### config.mk
export PLATFORM = sky130hd
export DESIGN_NAME = lsu_ctrl
export DESIGN_NICKNAME = d
export VERILOG_FILES = /design/src/rtl/lsu_ctrl.sv
export SDC_FILE = /design/constraint.sdc
export NUM_CORES = 1
export LEC_CHECK = 0
export ABC_AREA = 1
export ABC_CLOCK_PERIOD_IN_PS = 1400
export BUFFER_PORTS_ARGS = -buffer_cell sky130_fd_sc_hd__buf_4
export CAP_MARGIN = 20
export CORE_MARGIN = 5
export CORE_UTILIZATION = 39
export DETAILED_ROUTE_END_ITERATION = 6
export PLACE_DENSITY = 0.68
export SLEW_MARGIN = 20
export SYNTH_ARGS = -nofsm -noshare
export SYNTH_HDL_FRONTEND = slang
export SYNTH_SLANG_ARGS = --single-unit
### constraint.sdc
create_clock -name clk -period 1.4 [get_ports clk]
set_input_delay 0.07 -clock clk [delete_from_list [all_inputs] [get_ports clk]]
set_output_delay 0.07 -clock clk [all_outputs]
set_load 0.03 [all_outputs]
### src/rtl/lsu_ctrl.sv
// lsu_ctrl: load/store controller between the memory-stage request port and the data RAM.
// Define LSU_MISALIGN_EN to split misaligned half/word accesses into little-endian byte beats.
module lsu_ctrl #(
  parameter int ADDR_W = 32,
  parameter int DATA_W = 32
) (
  input  logic              clk,
  input  logic              rst_n,
  input  logic              req_valid,
  output logic              req_ready,
  input  logic              req_we,
  input  logic [1:0]        req_size,
  input  logic              req_unsigned,
  input  logic [ADDR_W-1:0] req_addr,
  input  logic [DATA_W-1:0] req_wdata,
  output logic              rsp_valid,
  output logic [DATA_W-1:0] rsp_rdata,
  output logic              rsp_err,
  output logic              ram_we,
  output logic [1:0]        ram_mem_ctrl,
  output logic [ADDR_W-1:0] ram_address,
  output logic [DATA_W-1:0] ram_data_in,
  input  logic [DATA_W-1:0] ram_data_out
);

  typedef enum logic [1:0] {IDLE, ACCESS, RESP} state_e;

  localparam logic [1:0] SZ_BYTE = 2'd0;
  localparam logic [1:0] SZ_HALF = 2'd1;
  localparam logic [1:0] SZ_WORD = 2'd2;
  localparam logic [1:0] SZ_RSVD = 2'd3;

  state_e            state_q, state_d;
  logic              we_q, we_d;
  logic [1:0]        size_q, size_d;
  logic              uns_q, uns_d;
  logic              err_q, err_d;
  logic [ADDR_W-1:0] addr_q, addr_d;
  logic [DATA_W-1:0] wdata_q, wdata_d;
  logic [DATA_W-1:0] acc_q, acc_d;
  logic [DATA_W-1:0] size_mask;
  logic              req_mis;
  logic              access_done;

  assign req_mis = ((req_size == SZ_HALF) && req_addr[0]) ||
                   ((req_size == SZ_WORD) && (req_addr[1:0] != 2'b00));

  always_comb begin
    size_mask = '1;
    case (size_q)
      SZ_BYTE: size_mask = DATA_W'(32'h0000_00FF);
      SZ_HALF: size_mask = DATA_W'(32'h0000_FFFF);
      default: size_mask = '1;
    endcase
  end

`ifdef LSU_MISALIGN_EN
  logic       mis_q, mis_d;
  logic [1:0] beat_q, beat_d;
  logic [1:0] last_beat;

  assign last_beat   = (size_q == SZ_HALF) ? 2'd1 : 2'd3;
  assign access_done = !mis_q || (beat_q == last_beat);

  always_ff @(posedge clk or negedge rst_n) begin
    if (!rst_n) begin
      mis_q  <= 1'b0;
      beat_q <= 2'd0;
    end else begin
      mis_q  <= mis_d;
      beat_q <= beat_d;
    end
  end
`else
  assign access_done = 1'b1;
`endif

  // NOTE: state registers use non-blocking assignments so every flop samples pre-edge values.
  always_ff @(posedge clk or negedge rst_n) begin
    if (!rst_n) begin
      state_q <= IDLE;
      we_q    <= 1'b0;
      size_q  <= SZ_BYTE;
      uns_q   <= 1'b0;
      err_q   <= 1'b0;
      addr_q  <= '0;
      wdata_q <= '0;
      acc_q   <= '0;
    end else begin
      state_q <= state_d;
      we_q    <= we_d;
      size_q  <= size_d;
      uns_q   <= uns_d;
      err_q   <= err_d;
      addr_q  <= addr_d;
      wdata_q <= wdata_d;
      acc_q   <= acc_d;
    end
  end

  // NOTE: every signal driven here gets a default first, so no path can infer a latch.
  always_comb begin
    state_d      = state_q;
    we_d         = we_q;
    size_d       = size_q;
    uns_d        = uns_q;
    err_d        = err_q;
    addr_d       = addr_q;
    wdata_d      = wdata_q;
    acc_d        = acc_q;
    req_ready    = 1'b0;
    rsp_valid    = 1'b0;
    ram_we       = 1'b0;
    ram_mem_ctrl = SZ_BYTE;
    ram_address  = '0;
    ram_data_in  = '0;
`ifdef LSU_MISALIGN_EN
    mis_d        = mis_q;
    beat_d       = beat_q;
`endif
    unique case (state_q)
      IDLE: begin
        req_ready = 1'b1;
        if (req_valid) begin
          we_d    = req_we;
          size_d  = req_size;
          uns_d   = req_unsigned;
          addr_d  = req_addr;
          wdata_d = req_wdata;
          acc_d   = '0;
`ifdef LSU_MISALIGN_EN
          err_d   = (req_size == SZ_RSVD);
          mis_d   = req_mis;
          beat_d  = 2'd0;
`else
          err_d   = (req_size == SZ_RSVD) || req_mis;
`endif
          state_d = err_d ? RESP : ACCESS;
        end
      end
      ACCESS: begin
        ram_we = we_q;
`ifdef LSU_MISALIGN_EN
        if (mis_q) begin
          // Misaligned beats move one byte each, lowest address first.
          ram_mem_ctrl = SZ_BYTE;
          ram_address  = addr_q + ADDR_W'(beat_q);
          ram_data_in  = DATA_W'(wdata_q[{beat_q, 3'b000} +: 8]);
          if (!we_q) acc_d[{beat_q, 3'b000} +: 8] = ram_data_out[7:0];
          beat_d = beat_q + 2'd1;
        end else
`endif
        begin
          ram_mem_ctrl = size_q;
          ram_address  = addr_q;
          ram_data_in  = wdata_q;
          if (!we_q) acc_d = ram_data_out & size_mask;
        end
        if (access_done) state_d = RESP;
      end
      RESP: begin
        rsp_valid = 1'b1;
        state_d   = IDLE;
      end
      default: state_d = IDLE;
    endcase
  end

  always_comb begin
    rsp_err   = (state_q == RESP) && err_q;
    rsp_rdata = '0;
    if ((state_q == RESP) && !we_q && !err_q) begin
      case (size_q)
        SZ_BYTE: rsp_rdata = {{(DATA_W-8){acc_q[7] & ~uns_q}}, acc_q[7:0]};
        SZ_HALF: rsp_rdata = {{(DATA_W-16){acc_q[15] & ~uns_q}}, acc_q[15:0]};
        default: rsp_rdata = acc_q;
      endcase
    end
  end

endmodule
Word level (Yosys, flattened, before mapping)
Index checks and enable logic that the tools add are counted.
W data, S select, Z words.
{"block": "totals", "ff_bits": 103, "inputBits": 103, "word_cells": 50, "output_inout_bits": 102}
{"block": "classes", "reduce_logical": 15, "n_bitwise": 4, "eq_ne": 8, "muxes": 15}
{"operator": "$pmux W32 S2", "count": 3}
{"operator": "$mux W32", "count": 5}
{"operator": "$and A32 B32 Y32", "count": 1}
{"operator": "$eq A2 B1 Y1 const B", "count": 3}
{"operator": "$eq A2 B2 Y1 const B", "count": 3}
{"operator": "$mux W2", "count": 3}
{"operator": "$logic_and A1 B1 Y1", "count": 5}
{"operator": "$logic_not A2 Y1", "count": 2}
{"operator": "$ne A2 B2 Y1 const B", "count": 2}
{"operator": "$pmux W2 S2", "count": 1}
{"operator": "$reduce_bool A2 Y1", "count": 2}
{"operator": "$mux W1", "count": 3}
{"operator": "$reduce_and A3 Y1", "count": 1}
{"operator": "$and A1 B1 Y1", "count": 2}
{"operator": "$logic_not A1 Y1", "count": 2}
{"operator": "$logic_or A1 B1 Y1", "count": 2}
{"operator": "$reduce_and A2 Y1", "count": 1}
{"operator": "$not A1 Y1", "count": 1}

Depth between registers and ports, before layout
{"block": "logic_depth", "word_depth": 7, "ltp_mapped": 7, "ltp_nobuf": 6}

Worst setup path after synthesis
Ideal clock, no wire load.
{"block": "synth_timing", "kind": "register -> output", "start": "register size_q[1]", "end": "output rsp_rdata[21]", "path_buffers": 2, "t_arrival_ns": 1.452, "slack_ns": -0.122, "path_stages_with_launch": 8, "path_cell_list": "dfrtp_1 > buf_4 > nor2_2 > nand2_2 > nand3_1 > nand2_2 > buf_6 > nor2_1"}
{"block": "synth_via", "elab_chain_cells": 3, "elab_cells_between_ends": 4, "classes_between": "eq/ne: 1; mux: 2; reduce/logical: 1"}
{"item": "from (decl)", "line_no": "35", "rtl": "logic [1:0] size_q, size_d;"}
{"item": "from (signal assigned)", "line_no": "92", "rtl": "size_q <= size_d;"}
{"item": "$eq A2 B1 Y1 or $logic_not A2 Y1 (tied branches)", "line_no": "173", "rtl": "case (size_q)"}
{"item": "$pmux W32 S2 (*)", "line_no": "173"}
{"item": "$mux W32 (*)", "line_no": "172", "rtl": "if ((state_q == RESP) && !we_q && !err_q) begin"}
{"item": "to (decl)", "line_no": "17", "rtl": "output logic [DATA_W-1:0] rsp_rdata,"}
Mark *: on every way between the ends. The rest lies on a longest branch, timed or not.

Final worst setup path
{"block": "layout_timing", "start": "register state_q[0]", "end": "output rsp_rdata[24]"}
{"block": "layout_via", "elab_chain_cells": 4}
{"item": "from (decl)", "line_no": "33", "rtl": "state_e state_q, state_d;"}
{"item": "from (signal assigned)", "line_no": "90", "rtl": "state_q <= state_d;"}
{"item": "$eq A2 B2 Y1", "line_no": "172"}
{"item": "$logic_and A1 B1 Y1 (2 in series)", "line_no": "172"}
{"item": "$mux W32", "line_no": "172"}
No other way between the ends.

==> metrics.csv <==
stage,metric,value,unit
final_layout,area_growth,125,%
status,status,"complete, but fails checks",
status,violations,negative setup slack,
floorplanning,die-area,14500,um^2
grt,grt_first_pass_wirelength,28.0,mm
hold_path,worst_hold_launch,req_size[0],
final_layout,final_net_count,1049,
logic_synthesis,muxShareOfSynthArea,0,
logic_synthesis,synth_top_cells_by_area,"sky130_fd_sc_hd__dfrtp_1 (54%), sky130_fd_sc_hd__nor2_1 (14%), sky130_fd_sc_hd__a21oi_1 (7.8%), sky130_fd_sc_hd__inv_1 (6.6%), sky130_fd_sc_hd__nand2_1 (6.4%)",
timing,layout_worst_path_cycle_share,1.24,
clocking,root_buffer,sky130_fd_sc_hd__clkbuf_16,
timing,rsz0062_at_grt,yes,
timing,setup_viol_count_final,182,
logic_synthesis,synth.yosys.warnings,0,
logic_synthesis,synth_area,4750,um^2
hold_path,min_to,size_q[0]$_DFFE_PN0P_,
critical_path,critical_path_arrival,1.67,ns
timing,fmax,574,MHz
final_layout,drive_gt1_frac,0.581,
floorplanning,initial_core_util,0.397,
critical_path,r2r_slack,-0.19,ns
placed_design,numPortBuffers,204,
flow_run,max_capacitance_violation_count,0,
logic_synthesis,yosys.area_share.adder,0,
logic_synthesis,post_synth_and_or_nand_nor_area_fraction,0.257,
drt,drt-total-wl,25.4,mm
grt,globalRoute.totalOverflow,0,
timing,hold_viol_final,0,
drt,dr_total_vias,5987,
timing,fin_hold_ws,0.00660,ns
hold_path,min_delay_path_depth,3,
timing,maxSlewViolCount,0,
logic_synthesis,synth_xor_area_frac,0,
critical_path,critical_path.max_fanout,8,
timing,tightestPinTransition,0.570,ns
grt,antenna_violations_before_repair,1,
grt,number_of_global_route_vias_before_repair,5611,
logic_synthesis,synth_top_family_by_area,simple AND/OR/NAND/NOR gates,
critical_path,crit-reg2reg-launch,state_q[0]$_DFFE_PN0P_,
floorplanning,core_area,12000,um^2
logic_synthesis,synthesis.nets,709,
clocking,clock_sink_count,103,
critical_path,worstSetupPathType,reg2out,
timing,min_period,1.74,ns
critical_path,cp_cell_sequence,inv_2 -> nand2_4 -> nor3_4 -> buf_6 -> nand2_8 -> nor2_4 -> buf_6,
floorplanning,die_h,120,um
critical_path,worst_r2r_endpoint,acc_q[13]$_DFFE_PN0P_,
floorplanning,ios,205,
logic_synthesis,syn-instance-count,606,
clocking,max-clock-path-buffers,2,
drt,drt_pre_antenna_iters,5,
logic_synthesis,synth_seq_cells,103,
logic_synthesis,yosysSeqAreaShare,0.542,
logic_synthesis,syn-mean-instance-area,7.84,um^2
grt,global_route_total_usage_across_every_layer,0.243,
drt,drtAntennaViolNets,0,
drt,routedWlPerCell,23.1,um
clocking,worst_skew_pair.late_latency,0.36,ns
critical_path,critical_path.max_stage_delay,0.39,ns
placed_design,finalWeightedCongestion,0.815,
hold_path,hp-class,in2reg,
drt,viasPerCell,5.45,
timing,worst_slack,-0.342,ns
critical_path,critical_path.most_common_cell,sky130_fd_sc_hd__buf_6,
final_layout,final_core_util,0.894,
floorplanning,fp.dieW,120,um
critical_path,endpoint_kind,output port,
grt,grt_max_degree,104,
clocking,clk_transition_reported_paths,0.07,ns
clocking,cts_tree,done,
logic_synthesis,yosysTopAreaCell,sky130_fd_sc_hd__dfrtp_1,
timing,skew_final,0.00787,ns
critical_path,startpoint_type,flop,
drt,detail_route.iter0.violations,434,
critical_path,critPathTopFamily,simple AND/OR/NAND/NOR gates,
drt,post-route-drc-count,0,
critical_path,critical_path.n_buffers_inverters,3,
critical_path,timing.critical_path.slowest_stage_cell,sky130_fd_sc_hd__dfrtp_1,
pwr,pwr_density_cell,1010,nW/um^2
logic_synthesis,synth_compound_gate_area_share,0.0850,
placed_design,dp_hpwl,9.14,mm
logic_synthesis,yosys.cell_types.count,19,
critical_path,ff2ff_path_depth,8,
clocking,cts_max_level,3,
pwr,vdd.ir_drop.worst,0.847,mV
timing,slew-limit-headroom,0.620,
pwr,p_leak,4.98,nW
logic_synthesis,synthDominantCellAreaShare,0.542,
clocking,cts_inserted_buffers,9,
critical_path,cp.required,1.33,ns
floorplanning,placementRows,40,
==> power breakdown <==
part	switching (mW)	internal (mW)
registers	0.263	3.45
clock network	1.20	1.26
logic	2.76	1.88
total	4.22	6.59
==> layout by cell type (no fill, tap or decap), types with 29 or more instances in the layout <==
cell	synthesis	final
sky130_fd_sc_hd__dfrtp_1	103	102
sky130_fd_sc_hd__a21oi_2	0	44
sky130_fd_sc_hd__nand2_2	4	29
sky130_fd_sc_hd__buf_4	8	114
sky130_fd_sc_hd__dlygate4sd3_1	0	98
sky130_fd_sc_hd__nand2_1	81	37
sky130_fd_sc_hd__inv_1	84	82
sky130_fd_sc_hd__nor2_4	1	141
sky130_fd_sc_hd__buf_6	4	110
==> routing by layer <==
metal	global-route usage	wire length, um
met2	0.448	13700
met5	0	0
met1	0.271	8390
met4	0.0914	1650
met3	0.0533	1620
==> how the worst max path moves through the flow <==
stage                                 from            end  slack (ns)  cells past startpoint
floorplan            size_q[1]$_DFFE_PN0P_  rsp_rdata[21]       -0.12                      7
finish              state_q[0]$_DFFE_PN0P_  rsp_rdata[24]       -0.34                      7
global placement    state_q[0]$_DFFE_PN0P_  rsp_rdata[26]        0.06                      6
global route        state_q[0]$_DFFE_PN0P_  rsp_rdata[24]       -0.44                      7
detailed placement  state_q[0]$_DFFE_PN0P_  rsp_rdata[14]        0.04                      6
CTS                 state_q[0]$_DFFE_PN0P_  rsp_rdata[29]       -0.26                      7
==> synthesized netlist by cell type <==
cell	count
sky130_fd_sc_hd__a21oi_1	74
sky130_fd_sc_hd__clkinv_1	1
sky130_fd_sc_hd__nand2_1	81
sky130_fd_sc_hd__nor3_2	1
sky130_fd_sc_hd__o21ai_2	1
sky130_fd_sc_hd__inv_2	3
sky130_fd_sc_hd__o21ai_1	5
sky130_fd_sc_hd__buf_2	16
sky130_fd_sc_hd__nand2_2	4
sky130_fd_sc_hd__buf_4	8
sky130_fd_sc_hd__nor2_4	1
sky130_fd_sc_hd__dfrtp_1	103
sky130_fd_sc_hd__nand4_1	24
sky130_fd_sc_hd__nor2_1	174
sky130_fd_sc_hd__nand3_1	11
sky130_fd_sc_hd__buf_6	4
sky130_fd_sc_hd__clkbuf_1	9
sky130_fd_sc_hd__nor2_2	2
sky130_fd_sc_hd__inv_1	84
==> kinds of logic (layout without fill, tap and decap cells) <==
kind of cell,Yosys count,count (layout)
AOI/OAI and AO/OA,80,80
buffers and inverters,125,466
DFF,103,103
other,0,1
and+or+nand+nor,298,302
==> final cells by class <==
cell class / instances / area (um^2)
Clock buffer: 11 / 243
Clock inverter: 5 / 33.8
Multi-Input combinational cell: 382 / 3310
Sequential cell: 103 / 2580
Antenna cell: 1 / 2.50
Tap cell: 147 / 184
Timing Repair inverter: 1 / 11.3
Timing Repair Buffer: 361 / 3970
Inverter: 88 / 357
Fill cell: 463 / 1270
==> flip-flops by register name, indices dropped and copies added (netlist names) <==
signal	count
addr_q	32
size_q	2
we_q	1
acc_q	32
err_q	1
uns_q	1
state_q	2
wdata_q	32
==> per-stage QoR <==
step	cells	setup TNS [ns]	power, mW	instance area [um^2]	setup WS (ns)
after floorplan	606	-5.18	5.11	4840	-0.122
after global placement	936	0	5.93	6540	0.0552
after detailed placement	936	0	5.98	6540	0.0386
after CTS	1065	-18.02	9.20	8930	-0.260
after global routing	1099	-40.16	11.2	10700	-0.440
final	1099	-30.36	10.8	10700	-0.342
==> worst reg2reg max path: stages (launching register included) <==
cell and delay, ns:
sky130_fd_sc_hd__dfrtp_1 0.39, sky130_fd_sc_hd__inv_2 0.12, sky130_fd_sc_hd__nor2_4 0.07, sky130_fd_sc_hd__buf_12 0.13
sky130_fd_sc_hd__buf_8 0.12, sky130_fd_sc_hd__o21ai_4 0.32, sky130_fd_sc_hd__clkbuf_16 0.26, sky130_fd_sc_hd__nand2_2 0.06
sky130_fd_sc_hd__nand2_1 0.07
==> timing repair <==
item	in CTS	in global routing
hold buffers	95	3
setup endpoints to repair	99	198
gates resized for setup	229	312
gates cloned	8	28
setup buffers	10	5
pin swaps	3	25
hold endpoints to repair	197	3
No activity file was read; power rests on OpenSTA's default activity.
